### config.mk
export PLATFORM = sky130hd
export DESIGN_NAME = ball_motion
export DESIGN_NICKNAME = d
export VERILOG_FILES = /design/src/rtl/ball_motion.sv
export SDC_FILE = /design/constraint.sdc
export NUM_CORES = 1
export LEC_CHECK = 0
export CAP_MARGIN = 30
export CELL_PAD_IN_SITES_DETAIL_PLACEMENT = 0
export CELL_PAD_IN_SITES_GLOBAL_PLACEMENT = 1
export CORE_ASPECT_RATIO = 1.1
export CORE_MARGIN = 3
export CORE_UTILIZATION = 31
export CTS_CLUSTER_DIAMETER = 50
export CTS_CLUSTER_SIZE = 25
export DETAILED_ROUTE_END_ITERATION = 6
export GPL_ROUTABILITY_DRIVEN = 0
export PLACE_DENSITY_LB_ADDON = 0.1
export SYNTH_ARGS = -nofsm -noshare
export SYNTH_HDL_FRONTEND = slang
export SYNTH_SLANG_ARGS = --single-unit
### constraint.sdc
create_clock -name clock -period 3.4 [get_ports clock]
set_input_delay 0.51 -clock clock [delete_from_list [all_inputs] [get_ports clock]]
set_output_delay 0.51 -clock clock [all_outputs]
set_load 0.005 [all_outputs]
### src/rtl/ball_motion.sv
// Ball position/direction engine for a breakout-style game on a 16x16 grid.
// Handles serve, wall/brick/paddle reflection, life loss and game over.
module ball_motion #(
  parameter int PADDLE_W    = 4,
  parameter int START_LIVES = 3,
  parameter int LOST_WAIT   = 4
) (
  input  logic        clock,
  input  logic        reset,
  input  logic        move_tick,
  input  logic        launch,
  input  logic [3:0]  paddle_col,
  input  logic [55:0] Bricks,
  output logic [3:0]  Ball_rowIndex,
  output logic [3:0]  Ball_colIndex,
  output logic [1:0]  Ball_direction,
  output logic [1:0]  lives,
  output logic        ball_lost,
  output logic        game_over
);

  typedef enum logic [1:0] {IDLE, FLY, LOST, OVER} state_t;

  localparam logic [4:0] PW_M1    = 5'(PADDLE_W - 1);
  localparam logic [1:0] LAST_CNT = 2'(LOST_WAIT - 1);

  state_t     state;
  logic [1:0] lost_cnt;

  logic [3:0] idle_col;
  logic [3:0] step_row;
  logic [3:0] step_col;
  logic [1:0] step_dir;
  logic       step_lost;
  logic [3:0] target_row;
  logic [5:0] brick_idx;
  logic       brick_hit;
  logic [4:0] paddle_right;
  logic       on_paddle;

  assign idle_col = (paddle_col == 4'd15) ? 4'd15 : paddle_col + 4'd1;

  // One flight step: horizontal move first, then top wall, brick, paddle in priority order.
  always_comb begin
    step_row  = Ball_rowIndex;
    step_col  = Ball_colIndex;
    step_dir  = Ball_direction;
    step_lost = 1'b0;

    if (!Ball_direction[0] && Ball_colIndex == 4'd0) begin
      step_dir[0] = 1'b1;
      step_col    = 4'd1;
    end else if (Ball_direction[0] && Ball_colIndex == 4'd15) begin
      step_dir[0] = 1'b0;
      step_col    = 4'd14;
    end else if (Ball_direction[0]) begin
      step_col = Ball_colIndex + 4'd1;
    end else begin
      step_col = Ball_colIndex - 4'd1;
    end

    // Wraps only when the top wall branch below takes over.
    target_row   = Ball_direction[1] ? Ball_rowIndex + 4'd1 : Ball_rowIndex - 4'd1;
    brick_idx    = {target_row[2:0] - 3'd1, step_col[3:1]};
    brick_hit    = !target_row[3] && (target_row != 4'd0) && Bricks[brick_idx];
    paddle_right = {1'b0, paddle_col} + PW_M1;
    on_paddle    = (step_col >= paddle_col) && ({1'b0, step_col} <= paddle_right);

    if (!Ball_direction[1] && Ball_rowIndex == 4'd0) begin
      step_dir[1] = 1'b1;
      step_row    = 4'd1;
    end else if (brick_hit) begin
      step_dir[1] = ~Ball_direction[1];
    end else if (Ball_direction[1] && Ball_rowIndex == 4'd14) begin
      if (on_paddle) begin
        step_dir[1] = 1'b0;
      end else begin
        step_row  = 4'd15;
        step_lost = 1'b1;
      end
    end else begin
      step_row = target_row;
    end
  end

  always_ff @(posedge clock or negedge reset) begin
    if (!reset) begin
      state          <= IDLE;
      Ball_rowIndex  <= 4'd14;
      Ball_colIndex  <= 4'd7;
      Ball_direction <= 2'b01;
      lives          <= 2'(START_LIVES);
      ball_lost      <= 1'b0;
      game_over      <= 1'b0;
      lost_cnt       <= 2'd0;
    end else begin
      ball_lost <= 1'b0;
      case (state)
        IDLE: begin
          Ball_rowIndex  <= 4'd14;
          Ball_colIndex  <= idle_col;
          Ball_direction <= 2'b01;
          if (launch) state <= FLY;
        end
        FLY: begin
          if (move_tick) begin
            Ball_rowIndex  <= step_row;
            Ball_colIndex  <= step_col;
            Ball_direction <= step_dir;
            if (step_lost) begin
              state     <= LOST;
              ball_lost <= 1'b1;
              lost_cnt  <= 2'd0;
              if (lives != 2'd0) lives <= lives - 2'd1;
            end
          end
        end
        LOST: begin
          // Ball sits below the paddle until enough move ticks have elapsed.
          if (move_tick) begin
            if (lost_cnt == LAST_CNT) begin
              lost_cnt <= 2'd0;
              if (lives != 2'd0) begin
                state <= IDLE;
              end else begin
                state     <= OVER;
                game_over <= 1'b1;
              end
            end else begin
              lost_cnt <= lost_cnt + 2'd1;
            end
          end
        end
        OVER: game_over <= 1'b1;
        default: state <= IDLE;
      endcase
    end
  end

endmodule

==> qor.csv <==
metric,value,unit
Worst Hold Class,register to register,
Die ar.,9240,um2
layout cells sized above 1,23.2,%
"Reg clk slew, reported paths",0.07,ns
Post-synth EDFFs,0,
final hold violation count,0,
WP data required,3.54,ns
DRT Pass-1 Iters,4,
H-tree levels,1,
# diodes,0,
Leak,1.54,nW
drt initial violations,78,
R2R setup slack,0.04,ns
vias per cell,5.29,
post-synthesis sequential area ratio,18.3,%
num rows,33,
minimum clock period,3.36,ns
Top Ports,78,
CP Max Fanout,6,
Place WS,-0.103,ns
syn_nets,390,
via count,2721,
Syn Area/Cell,8.28,um2
CP Depth,12,
clock skew,0.00424,ns
RSZ-0062 raised after global routing,yes,
clock sink count,18,
sw frac,48.1,%
deepest clock path buffer count,2,
Max-slew headroom,46.2,%
mapped cell area,2520,um2
root buffer cell,clkbuf_8,
DPL Wire Length,6780,um
Synth Warn #,0,
Num CTS Buffers,3,
maximum VDD drop,0.362,mV
vias in the first global route,2808,
"Slowest-stage cell, CP",fa_2,
Overall Global Routing Usage,18.7,%
r2r worst-path depth,12,
clock share of power,4.2,%
Yosys top cell area share,9.94,%
status,"finished, final reports clean",
Buf/Inv on CP,3,
reg-to-reg critical path startpoint,Ball_direction[0]$_DFFE_PN1P_,
final setup TNS,0,ns
reg2reg end,state[1]$_DFFE_PN0P_,
CP Launch Point,Ball_direction[0]$_DFFE_PN1P_,
cell area after layout,3720,um2
Tot Pwr,4.21,mW
power per cell area,1130,nW/um2
Post-DP Area,3560,um2
worst-margin pin slew,0.804,ns
starting density of the core,32.8,%
worst setup path end,state[1]$_DFFE_PN0P_,
crit-path cells,inv_2 > fa_2 > buf_4 > o211ai_1 > buf_4 > o221a_2 > a2bb2oi_2 > nor4_2 > o41ai_4 > o211ai_4 > mux2i_1 > a221o_1,
worst path arrival time,3.50,ns
Post-synth top cells,"a21oi_1, inv_1, nor2_1",
DIE HEIGHT,101,um
Crit path max-delay family,compound AO/OA/AOI/OAI gates,
final worst-path cycle share,98.8,%
Routed Antenna Nets,0,
cell-internal power,2.18,mW
fin. max-slew vios,0,
# port buffers,77,
Die Wd,91.9,um
Yosys reg bits,18,
CTS tree,built,
FF+latch area,462,um2
post-DR wirelength/cell,16.5,um
total gr overflow,0,
share of power burned in registers,10.0,%
Sw Pwr,2.02,mW
Netlist cell types,72,
multi-input logic area,1890,um2
largest net degree at the start of global routing,19,
WS Path Type,register to register,
CP Capture Type,register,
ranking of synthesized cells by area,"ha_1, dfstp_2, dfrtp_1",
routed wire length,8490,um
cell count after synthesis,304,
Worst setup SP type,register,
f_max,0.298,GHz
core area,7680,um2
max cap viols,0,
Worst path max stage delay,0.57,ns
Setup WS post-layout,0.0425,ns
"Clk Latency, worst-skew pair",0.26,ns
Final #Nets,496,
"area leader, netlist",ha_1,
WHS,0.491,ns
wire length of the first global-routing pass,14100,um
Most Frequent Cell on Critical Path,buf_4,
fill count,774,
Combinational Power Share,85.8,%
Area Growth Syn to Fin,47.8,%
DRC viols,0,
prevailing post-synth register cell,dfstp_2,
ys async rst share,100,%
initial antenna violation count,0,
setup violators final,0,
power groups by stage:
| stage | Sequential, mW | Combinational (mW) | Clock [mW] |
|---|---|---|---|
| finish | 0.420 | 3.61 | 0.177 |
| global route | 0.436 | 3.97 | 0.194 |
| CTS | 0.418 | 3.48 | 0.182 |
| detailed placement | 0.420 | 3.37 | 0 |
| global placement | 0.420 | 3.37 | 0 |
| floorplan | 0.418 | 2.25 | 0 |
final cells by class:
class	instances	area share, %
clock buffers	4	1.48
inverters	26	2.99
multi-input cells	244	50.7
flip-flops and latches	18	12.4
well taps	105	3.53
repair buffers	117	28.9
worst reg2reg max path, stage by stage (launching register included):
cell and delay, ns:
dfstp_2 0.54, inv_2 0.06, fa_2 0.57, buf_4 0.15
o211ai_1 0.20, buf_4 0.21, o221a_2 0.27, a2bb2oi_2 0.16
nor4_2 0.25, o41ai_4 0.13, o211ai_4 0.28, mux2i_1 0.12
a221o_1 0.30
cells in the final DEF, fill, tap and decap left out, types with 3 or more instances in the layout:
master,n
a21boi_0,3
o21a_1,3
a221o_1,4
mux2i_1,4
dfrtp_1,9
o211ai_1,5
nand4_1,4
a21o_1,4
o311ai_1,3
a211oi_1,4
a311oi_1,3
a21oi_1,21
dfstp_2,9
nor2_1,21
nand2_1,20
nand3_1,9
nor2_2,4
nor2b_1,3
o22ai_1,5
buf_4,39
xnor2_1,6
o221ai_1,3
inv_1,23
clkdlybuf4s50_1,77
o21ai_0,20
nand2b_1,3
nor3_1,8
mux2_2,5
ha_1,19
clkbuf_8,4
nor3b_1,3
registers in the layout, summed over array words and instances (netlist names):
signal	flops
Ball_colIndex	4
Ball_rowIndex	4
Ball_direction	2
lives	2
lost_cnt	2
state	2
ball_lost	1
game_over	1
metrics by stage:
step	util [%]	instances
2_1_floorplan	-	304
3_3_place_gp	46.4	508
3_5_place_dp	46.4	508
4_1_cts	47.7	512
5_1_grt	48.4	514
6_report	48.4	514
how the worst min path moves through the flow:
stage,cells past startpoint,from,to,slack (ns)
after floorplan,0,reset,Ball_colIndex[3]$_DFFE_PN0P_,0.21
after global placement,1,lost_cnt[1]$_DFFE_PN0P_,lost_cnt[1]$_DFFE_PN0P_,0.47
after detailed placement,2,game_over$_DFFE_PN0P_,game_over$_DFFE_PN0P_,0.47
after CTS,1,lost_cnt[1]$_DFFE_PN0P_,lost_cnt[1]$_DFFE_PN0P_,0.49
after global routing,1,lost_cnt[1]$_DFFE_PN0P_,lost_cnt[1]$_DFFE_PN0P_,0.52
final,2,game_over$_DFFE_PN0P_,game_over$_DFFE_PN0P_,0.49
layer usage:
| layer | vias to the layer above | track usage [%] | routed length [um] |
|---|---|---|---|
| met1 | 1261 | 24.9 | 3900 |
| li1 | 1361 | - | - |
| met5 | - | 0 | 0 |
| met2 | 88 | 31.5 | 3980 |
| met4 | 0 | 5.37 | 148 |
| met3 | 11 | 2.84 | 465 |
cell families after synthesis:
| group | synth area share, % |
|---|---|
| buffers and inverters | 10.6 |
| DFF | 18.3 |
| adders and majority gates | 11.9 |
| xor gates and xnor gates | 3.78 |
| muxes | 4.27 |
| AOI/OAI and AO/OA | 33.5 |
| and+or+nand+nor | 17.6 |
timing repair:
item,4_1_cts,5_1_grt
pin swaps,6,5
gates resized for setup,10,14
endpoints found under the setup margin,8,11
buffers inserted,0,2
hold buffers,0,0
Power figures use the tool's default switching activity.
